`src/rtl/tex_pkg.sv`:
```
// Shared types and widths for the texture coordinate scheduler and its
// neighbours (sampler front ends, cache tag lookup).
package tex_pkg;

  localparam int TEX_COORD_W = 15;  // unsigned Q0.15 s/t
  localparam int TEX_DIM_W   = 11;  // texture width/height, texel x/y
  localparam int TEX_IDX_W   = 22;  // linear texel index
  localparam int TEX_ID_W    = 3;   // room for up to 8 requesters
  localparam int TEX_PROD_W  = TEX_COORD_W + TEX_DIM_W;

  typedef struct packed {
    logic [TEX_COORD_W-1:0] s;
    logic [TEX_COORD_W-1:0] t;
    logic [TEX_DIM_W-1:0]   width;
    logic [TEX_DIM_W-1:0]   height;
  } tex_req_t;

  typedef struct packed {
    logic [TEX_ID_W-1:0]  id;
    logic [TEX_DIM_W-1:0] x;
    logic [TEX_DIM_W-1:0] y;
    logic [TEX_IDX_W-1:0] index;
  } tex_res_t;

  // Scale a normalized coordinate by a texture dimension, truncating the
  // fraction. Because the coordinate is below 1.0 the result is below dim.
  function automatic logic [TEX_DIM_W-1:0] tex_scale(
    input logic [TEX_COORD_W-1:0] c,
    input logic [TEX_DIM_W-1:0]   dim
  );
    logic [TEX_PROD_W-1:0] p;
    p = TEX_PROD_W'(c) * TEX_PROD_W'(dim);
    return p[TEX_PROD_W-1:TEX_COORD_W];
  endfunction

endpackage

```
`src/rtl/tex_rr_arbiter.sv`:
```
// Round-robin arbiter: picks the first requester at or after the pointer
// (wrapping) and moves the pointer past the winner when adv is high.
// The grant is raw; the caller qualifies it with its own accept condition.
module tex_rr_arbiter #(
  parameter int N    = 4,
  parameter int ID_W = 2
) (
  input  logic            clk,
  input  logic            rst_n,
  input  logic [N-1:0]    req,
  input  logic            adv,
  output logic [N-1:0]    grant,
  output logic [ID_W-1:0] grant_id,
  output logic            any
);

  logic [ID_W-1:0] ptr;
  logic [ID_W:0]   sum;
  logic [ID_W-1:0] idx;
  logic            found;

  // Scan N positions starting at the pointer; first set request wins.
  always_comb begin
    grant    = '0;
    grant_id = '0;
    any      = |req;
    found    = 1'b0;
    sum      = '0;
    idx      = '0;
    for (int k = 0; k < N; k++) begin
      sum = {1'b0, ptr} + (ID_W+1)'(k);
      if (sum >= (ID_W+1)'(N)) sum = sum - (ID_W+1)'(N);
      idx = sum[ID_W-1:0];
      if (!found && req[idx]) begin
        found      = 1'b1;
        grant[idx] = 1'b1;
        grant_id   = idx;
      end
    end
  end

  // Pointer moves to the slot after the winner only on an actual grant.
  always_ff @(posedge clk or negedge rst_n) begin
    if (!rst_n)   ptr <= '0;
    else if (adv) ptr <= (grant_id == ID_W'(N-1)) ? '0 : grant_id + 1'b1;
  end

endmodule

```
`src/rtl/tex_coord_sched.sv`:
```
// Texture coordinate scheduler: round-robin over NUM_REQ samplers into a
// 2-stage s/t -> texel x/y -> linear index pipeline with valid/ready on
// both sides. Optional perf counters under TEX_SCHED_PERF_EN.
module tex_coord_sched
  import tex_pkg::*;
#(
  parameter int NUM_REQ = 4,
  parameter int ID_W    = 2
) (
  input  logic                           core_clock_i,
  input  logic                           core_reset_n_i,
  input  logic                           flush_i,
  input  logic [NUM_REQ-1:0]             req_valid_i,
  output logic [NUM_REQ-1:0]             req_ready_o,
  input  logic [NUM_REQ*TEX_COORD_W-1:0] req_s_i,
  input  logic [NUM_REQ*TEX_COORD_W-1:0] req_t_i,
  input  logic [NUM_REQ*TEX_DIM_W-1:0]   req_width_i,
  input  logic [NUM_REQ*TEX_DIM_W-1:0]   req_height_i,
  output logic                           out_valid_o,
  input  logic                           out_ready_i,
  output logic [ID_W-1:0]                out_id_o,
  output logic [TEX_DIM_W-1:0]           out_x_o,
  output logic [TEX_DIM_W-1:0]           out_y_o,
  output logic [TEX_IDX_W-1:0]           out_index_o
`ifdef TEX_SCHED_PERF_EN
  ,
  output logic [NUM_REQ*16-1:0]          perf_grants_o,
  output logic [15:0]                    perf_stall_o
`endif
);

  localparam int STAGES = 2;

  tex_req_t [NUM_REQ-1:0] req_vec;
  tex_req_t               sel;
  logic [NUM_REQ-1:0]     grant;
  logic [ID_W-1:0]        win_id;
  logic                   any_req;
  logic [STAGES:1]        vld_pipe;
  logic                   s1_en, s2_en, accept;

  logic [TEX_ID_W-1:0]    s1_id;
  logic [TEX_DIM_W-1:0]   s1_x, s1_y, s1_w;
  logic [TEX_IDX_W-1:0]   idx_nxt;
  tex_res_t               s2_res;

  for (genvar i = 0; i < NUM_REQ; i++) begin : g_req
    assign req_vec[i].s      = req_s_i[TEX_COORD_W*i +: TEX_COORD_W];
    assign req_vec[i].t      = req_t_i[TEX_COORD_W*i +: TEX_COORD_W];
    assign req_vec[i].width  = req_width_i[TEX_DIM_W*i +: TEX_DIM_W];
    assign req_vec[i].height = req_height_i[TEX_DIM_W*i +: TEX_DIM_W];
  end

  // A stage may take new data when empty or when its contents move on.
  // Reset gates accept so ready drops the moment reset asserts.
  assign s2_en  = !vld_pipe[2] || out_ready_i;
  assign s1_en  = !vld_pipe[1] || s2_en;
  assign accept = s1_en && !flush_i && any_req && core_reset_n_i;

  tex_rr_arbiter #(.N(NUM_REQ), .ID_W(ID_W)) u_arb (
    .clk      (core_clock_i),
    .rst_n    (core_reset_n_i),
    .req      (req_valid_i),
    .adv      (accept),
    .grant    (grant),
    .grant_id (win_id),
    .any      (any_req)
  );

  assign req_ready_o = grant & {NUM_REQ{accept}};
  assign sel         = req_vec[win_id];
  assign idx_nxt     = TEX_IDX_W'(s1_y) * TEX_IDX_W'(s1_w) + TEX_IDX_W'(s1_x);

  // Valid bits: flush empties both stages; otherwise each stage refills
  // from its predecessor whenever it is allowed to advance.
  always_ff @(posedge core_clock_i or negedge core_reset_n_i) begin
    if (!core_reset_n_i) vld_pipe <= '0;
    else if (flush_i)    vld_pipe <= '0;
    else begin
      if (s2_en) vld_pipe[2] <= vld_pipe[1];
      if (s1_en) vld_pipe[1] <= accept;
    end
  end

  // Stage 1: scale s/t to texel x/y and keep width for the index multiply.
  always_ff @(posedge core_clock_i or negedge core_reset_n_i) begin
    if (!core_reset_n_i) begin
      s1_id <= '0;
      s1_x  <= '0;
      s1_y  <= '0;
      s1_w  <= '0;
    end else if (accept) begin
      s1_id <= TEX_ID_W'(win_id);
      s1_x  <= tex_scale(sel.s, sel.width);
      s1_y  <= tex_scale(sel.t, sel.height);
      s1_w  <= sel.width;
    end
  end

  // Stage 2: linear index; data only moves on a real transfer so a
  // stalled result stays stable on the outputs.
  always_ff @(posedge core_clock_i or negedge core_reset_n_i) begin
    if (!core_reset_n_i) s2_res <= '0;
    else if (!flush_i && s2_en && vld_pipe[1]) begin
      s2_res.id    <= s1_id;
      s2_res.x     <= s1_x;
      s2_res.y     <= s1_y;
      s2_res.index <= idx_nxt;
    end
  end

  assign out_valid_o = vld_pipe[2];
  assign out_id_o    = ID_W'(s2_res.id);
  assign out_x_o     = s2_res.x;
  assign out_y_o     = s2_res.y;
  assign out_index_o = s2_res.index;

`ifdef TEX_SCHED_PERF_EN
  logic [NUM_REQ-1:0][15:0] grant_cnt;
  logic [15:0]              stall_cnt;

  // Saturating grant and output-stall counters; flush does not touch them.
  always_ff @(posedge core_clock_i or negedge core_reset_n_i) begin
    if (!core_reset_n_i) begin
      grant_cnt <= '0;
      stall_cnt <= '0;
    end else begin
      for (int i = 0; i < NUM_REQ; i++)
        if (req_ready_o[i] && grant_cnt[i] != 16'hFFFF)
          grant_cnt[i] <= grant_cnt[i] + 16'd1;
      if (out_valid_o && !out_ready_i && stall_cnt != 16'hFFFF)
        stall_cnt <= stall_cnt + 16'd1;
    end
  end

  assign perf_grants_o = grant_cnt;
  assign perf_stall_o  = stall_cnt;
`endif

endmodule
```
`config.mk`:
```
export PLATFORM = sky130hd
export DESIGN_NAME = tex_coord_sched
export DESIGN_NICKNAME = d
export VERILOG_FILES = /design/src/rtl/tex_pkg.sv /design/src/rtl/tex_rr_arbiter.sv /design/src/rtl/tex_coord_sched.sv
export SDC_FILE = /design/constraint.sdc
export NUM_CORES = 1
export LEC_CHECK = 0
export CAP_MARGIN = 15
export CORE_ASPECT_RATIO = 0.75
export CORE_MARGIN = 5
export CORE_UTILIZATION = 55
export CTS_CLUSTER_DIAMETER = 60
export CTS_CLUSTER_SIZE = 25
export DETAILED_ROUTE_END_ITERATION = 10
export PLACE_DENSITY_LB_ADDON = 0.05
export SLEW_MARGIN = 0
export SYNTH_ARGS = -nofsm -noshare
export SYNTH_HDL_FRONTEND = slang
export SYNTH_SLANG_ARGS = --single-unit
```
`constraint.sdc`:
```
create_clock -name core_clock_i -period 20.7 [get_ports core_clock_i]
set_clock_uncertainty 0.05 [all_clocks]
set_input_delay 3.105 -clock core_clock_i [delete_from_list [all_inputs] [get_ports core_clock_i]]
set_output_delay 3.105 -clock core_clock_i [all_outputs]
set_load 0.01 [all_outputs]
```
==> flow_summary.json, run 1 <==
{
  "status": "complete, no violations",
  "num_rows": 59,
  "synth_fa_ha_area_share_pct": 45.5,
  "r2r_setup_slack_ps": 10620,
  "antenna_left": 0,
  "grt_max_degree": 82,
  "netlist_area_um2": 19300,
  "crit_top_cell": "fa_1",
  "clk_pin_slew_worst_paths_ps": 80,
  "groute.usage.overall_pct": 29.2,
  "postCtsHoldBufs": 0,
  "tns_ps": 0,
  "drc": 0,
  "drive_gt1_share_pct": 2.70,
  "vias_per_cell": 5.54,
  "placed_cell_area_um2": 22300,
  "cap_viol_max_count": 0,
  "synth_top_family_by_area": "adder cells",
  "hp-class": "reg -> reg",
  "cts_inserted_buffers": 9,
  "start_kind": "primary input",
  "ys.flop_type": "dfrtp_1",
  "cts_tree": "done",
  "cp_data_required_time_ps": 20960,
  "min_period_ps": 12070,
  "yosysWarnings": 0,
  "cp.arrival_ps": 12320,
  "die_w_um": 227,
  "fillers": 3096,
  "synth_edf_count": 0,
  "worst_pin_slew_ps": 974,
  "postCtsSetupRepairBufs": 0,
  "clockRootBuffer": "clkbuf_16",
  "rsz0062_at_grt": "false",
  "dieArea_um2": 39000,
  "place.gp.congestion": 0.952,
  "post-route-period-util_pct": 58.3,
  "antenna_found_initial": 0,
  "final_nets": 3280,
  "ctsResizeCount": 0,
  "die_y_um": 172,
  "hold_viol": 0,
  "ys_ff_latch": 85,
  "finalMaxSlewViolations": 0,
  "synth_compound_area_share_pct": 6.91,
  "worst-path-buf-inv": 3,
  "slew_headroom_pct": 34.8,
  "wirelength_um": 57300,
  "synth_async_sr_flop_share_pct": 100,
  "grt.overflow.total": 0,
  "finalSetupViolCount": 0,
  "dp_hpwl_um": 47900,
  "critical_path_class": "in -> reg",
  "syn_nets": 3084,
  "portBuffers": 266,
  "muxShareOfSynthArea_pct": 4.66,
  "cp-end-kind": "register",
  "grt_pass1_wl_um": 89700,
  "wire_per_inst_um": 19.0,
  "numClockSinks": 85,
  "syn_avg_cell_area_um2": 8.20,
  "max_clock_freq_ghz": 0.0829,
  "slowest_stage": "buf_4",
  "initial_core_util_pct": 55.7,
  "grt_pass1_vias": 16916,
  "via_count": 16695,
  "yosys.area_share.xor_xnor_pct": 1.31,
  "ys_seq_area_share_pct": 11.0,
  "dr.pass1.iters": 5,
  "area_growth_pct": 17.1,
  "dp.cells": 2999,
  "io_pins": 267,
  "synthesis.instances": 2357,
  "clkLatencyLatePin_ps": 370,
  "cp_slowest_stage_delay_ps": 830,
  "fin_area_um2": 22600,
  "yosys.cell_types.count": 65,
  "synthSimpleGateAreaFrac_pct": 20.6,
  "crit_fanout": 67,
  "core_um2": 34700,
  "htreeDepth": 3,
  "cts_buffer_depth": 2,
  "cpLargestDelayFamily": "simple AND/OR/NAND/NOR gates",
  "instances_no_fill": 3015,
  "drt-initial-drc-count": 1152,
  "antenna_cells": 0
}
[cells in the final DEF, fill, tap and decap left out, types with 12 or more instances in the layout]
master	instances
nand2_1	558
xnor2_1	17
a21oi_1	28
nor3_1	21
a31oi_1	15
and2_1	83
dfrtp_1	85
o21ai_1	12
xor2_1	12
ha_1	190
a21o_1	12
mux2i_1	75
o21ai_0	61
clkdlybuf4s50_1	265
nor2_1	183
nor2b_1	12
buf_4	24
fa_1	321
nand2b_1	15
inv_1	405
nand3_1	24
[sequential cells by signal, summed over array words and instances (netlist names)]
name	cells
out_y_o	11
out_id_o	2
s1_id	2
s1_w	11
vld_pipe	2
s1_x	11
out_x_o	11
u_arb.ptr	2
out_index_o	22
s1_y	11
[metrics by stage]
stage	hold WS (ps)	worst slack, ps	util (%)
3_3_place_gp	410	8620	64.4
2_1_floorplan	389	9940	-
5_1_grt	461	8220	65.2
4_1_cts	432	8720	65.2
3_5_place_dp	414	8350	64.4
6_report	423	8630	65.2
[worst register-to-register path: cells and delay by family, from the launching register on]
family | cells | cell delay [ps]
AO/OA/AOI/OAI | 8 | 1510
adder cells (fa/ha/maj) | 7 | 3120
buffers and inverters | 3 | 1170
flip-flops | 1 | 770
AND/OR/NAND/NOR | 9 | 2680
multiplexers | 2 | 710
[path summary, 6_finish.rpt]
check / endpoint / from / depth (start not counted)
worst max-delay path: s1_x[10] / req_valid_i[2] / 28
worst min-delay path: out_y_o[9] / out_y_o[9] / 2
worst max register to register: s1_x[10] / u_arb.ptr[0] / 29
worst min register to register: out_y_o[9] / out_y_o[9] / 2
max in group asynchronous: s1_id[1] / core_reset_n_i / 2
min in group asynchronous: out_index_o[4] / core_reset_n_i / 1
[area by class of cell]
type,instances,area (µm²),area share (%)
tap,457,572,2.53
sequential,85,2130,9.40
timing repair buffer,289,2830,12.5
clock inverter,7,73.8,0.326
inverter,405,1520,6.72
clock buffer,9,225,0.995
multi-input combinational,1763,15300,67.5
[metal layers]
| metal | GRT usage [%] | wire length (µm) | up-vias | part of all wire (%) |
|---|---|---|---|---|
| met5 | 0 | 0 | - | 0 |
| met4 | 7.22 | 1430 | 0 | 2.5 |
| met3 | 6.30 | 4760 | 86 | 8.3 |
| met2 | 45.8 | 26600 | 657 | 46 |
| met1 | 41.8 | 24500 | 8298 | 43 |
| li1 | - | - | 7654 | - |
[kinds of logic (layout without fill, tap and decap cells)]
kind of cell | count (synthesis) | after routing
xor+xnor | 29 | 29
mux | 84 | 84
fa+ha+maj | 511 | 511
compound gates | 202 | 202
simple gates | 937 | 937
buf+inv | 509 | 710
flops | 85 | 85
[cell usage after synthesis, drive strengths merged (24+ instances only)]
master	instances	area (µm²)
a21oi	29	149
and2	87	544
buf	28	131
clkbuf	76	285
dfrtp	85	2130
fa	321	6430
ha	190	2380
inv	405	1520
mux2i	75	751
nand2	560	2110
nand3	24	120
nor2	184	691
o21ai	75	398
Power of run 1 is not shown: default switching activity piles up to over one toggle a cycle in this logic, so the estimate is an artifact.
==> inputs of run 2 (changes only) <==
Clock period 20.7 ns to 11.66 ns, I/O delays scaled along.
==> flow_summary.json, run 2 (synthesis gave the netlist of run 1 again) <==
{
  "placed_cell_area_um2": 22400,
  "worst_pin_slew_ps": 1250,
  "tns_ps": 0,
  "htreeDepth": 3,
  "wirelength_um": 57600,
  "numClockSinks": 85,
  "antenna_cells": 0,
  "cts_tree": "done",
  "largest_reg_flops": 22,
  "area_growth_pct": 17.3,
  "rsz0062_at_grt": "false",
  "post-route-period-util_pct": 87.4,
  "grt_pass1_vias": 16890,
  "dp_hpwl_um": 48400,
  "antenna_left": 0,
  "slew_headroom_pct": 16.6,
  "setup_ws_ps": 1470,
  "whs_path_depth": 2,
  "hp-class": "reg -> reg",
  "mostFrequentLayoutCell": "nand2_1",
  "seq_area_um2": 2130,
  "fillers": 3061,
  "max_clock_freq_ghz": 0.0981,
  "clk_pin_slew_worst_paths_ps": 70,
  "place.gp.congestion": 0.941,
  "clockRootBuffer": "clkbuf_16",
  "dieArea_um2": 39000,
  "cp.arrival_ps": 10440,
  "grt_pass1_wl_um": 90400,
  "postCtsSetupRepairBufs": 0,
  "postCtsHoldBufs": 0,
  "cp-end-kind": "register",
  "cp_data_required_time_ps": 11910,
  "die_w_um": 227,
  "cts_inserted_buffers": 9,
  "die_y_um": 172,
  "hold_viol": 0,
  "pre_cts_slack_ps": 1180,
  "clkLatencyLatePin_ps": 360,
  "min_period_ps": 10190,
  "via_count": 16549,
  "core_um2": 34700,
  "mostFrequentLayoutCells": "nand2_1 (558), inv_1 (405), fa_1 (321)",
  "multi_input_area_um2": 15300,
  "dr.pass1.iters": 5,
  "fin_area_um2": 22700,
  "wire_per_inst_um": 19.1,
  "io_pins": 267,
  "antenna_found_initial": 1,
  "cap_viol_max_count": 0,
  "drc": 0,
  "initial_core_util_pct": 55.7,
  "finalSetupViolCount": 0,
  "drt-initial-drc-count": 1303,
  "num_rows": 59,
  "finalMaxSlewViolations": 0,
  "ff2ff_path_depth": 29,
  "cts_buffer_depth": 2,
  "status": "complete, no violations",
  "groute.usage.overall_pct": 29.6,
  "crit_fanout": 46,
  "vias_per_cell": 5.48,
  "critical_path_class": "in -> reg",
  "portBuffers": 266,
  "grt_max_degree": 82,
  "grt.overflow.total": 0,
  "final_nets": 3283,
  "start_kind": "primary input",
  "drive_gt1_share_pct": 2.81,
  "ctsResizeCount": 0
}
[run 2: per-layer routing]
layer  vias to the layer above  track usage, %  wire, µm
met1                      8224            43.7     25600
met2                       586            45.7     26300
met3                        79            6.43      4570
li1                       7658               -         -
met5                         -               0        13
met4                         2            5.67      1060
[run 2: worst paths after layout]
kind                            slack (ps)            from        endpoint
worst min register to register         420      out_y_o[3]      out_y_o[3]
min in group asynchronous             1300  core_reset_n_i  out_index_o[5]
worst max register to register        2110    u_arb.ptr[0]        s1_x[10]
worst min-delay path                   420      out_y_o[3]      out_y_o[3]
max in group asynchronous             9240  core_reset_n_i        s1_id[1]
worst max-delay path                  1470  req_valid_i[2]        s1_x[10]
[run 2: critical path, cell delays in order]
cell	delay (ps)
clkdlybuf4s50_1	540
mux4_2	660
nor2b_2	340
o21ai_4	130
nand2_4	590
buf_4	380
nor2_1	80
a31oi_1	140
buf_4	270
nand2_1	120
fa_1	580
fa_1	450
fa_1	540
inv_1	50
fa_1	500
fa_1	420
ha_1	300
a21o_1	160
a21o_1	170
a21oi_1	230
o21ai_0	220
or3_1	360
a211oi_2	210
nor4_2	120
o311ai_4	320
a21oi_2	130
or4_1	490
nand3_1	110
[run 2: layout make-up]
type                            count  share of cell area (%)
Multi-Input combinational cell   1763                    67.4
Clock inverter                      7                   0.359
Sequential cell                    85                    9.38
Tap cell                          457                    2.52
Inverter                          405                    6.70
Timing Repair Buffer              292                    12.6
Clock buffer                        9                   0.993
[run 2: through the flow]
stage / utilization [%] / instances / hold slack (ps)
5_1_grt: 65.4 / 3018 / 443
2_1_floorplan: - / 2357 / 389
3_3_place_gp: 64.5 / 3002 / 408
4_1_cts: 65.4 / 3018 / 430
3_5_place_dp: 64.5 / 3002 / 413
6_report: 65.4 / 3018 / 422
Power of run 2 is left out for the same reason.
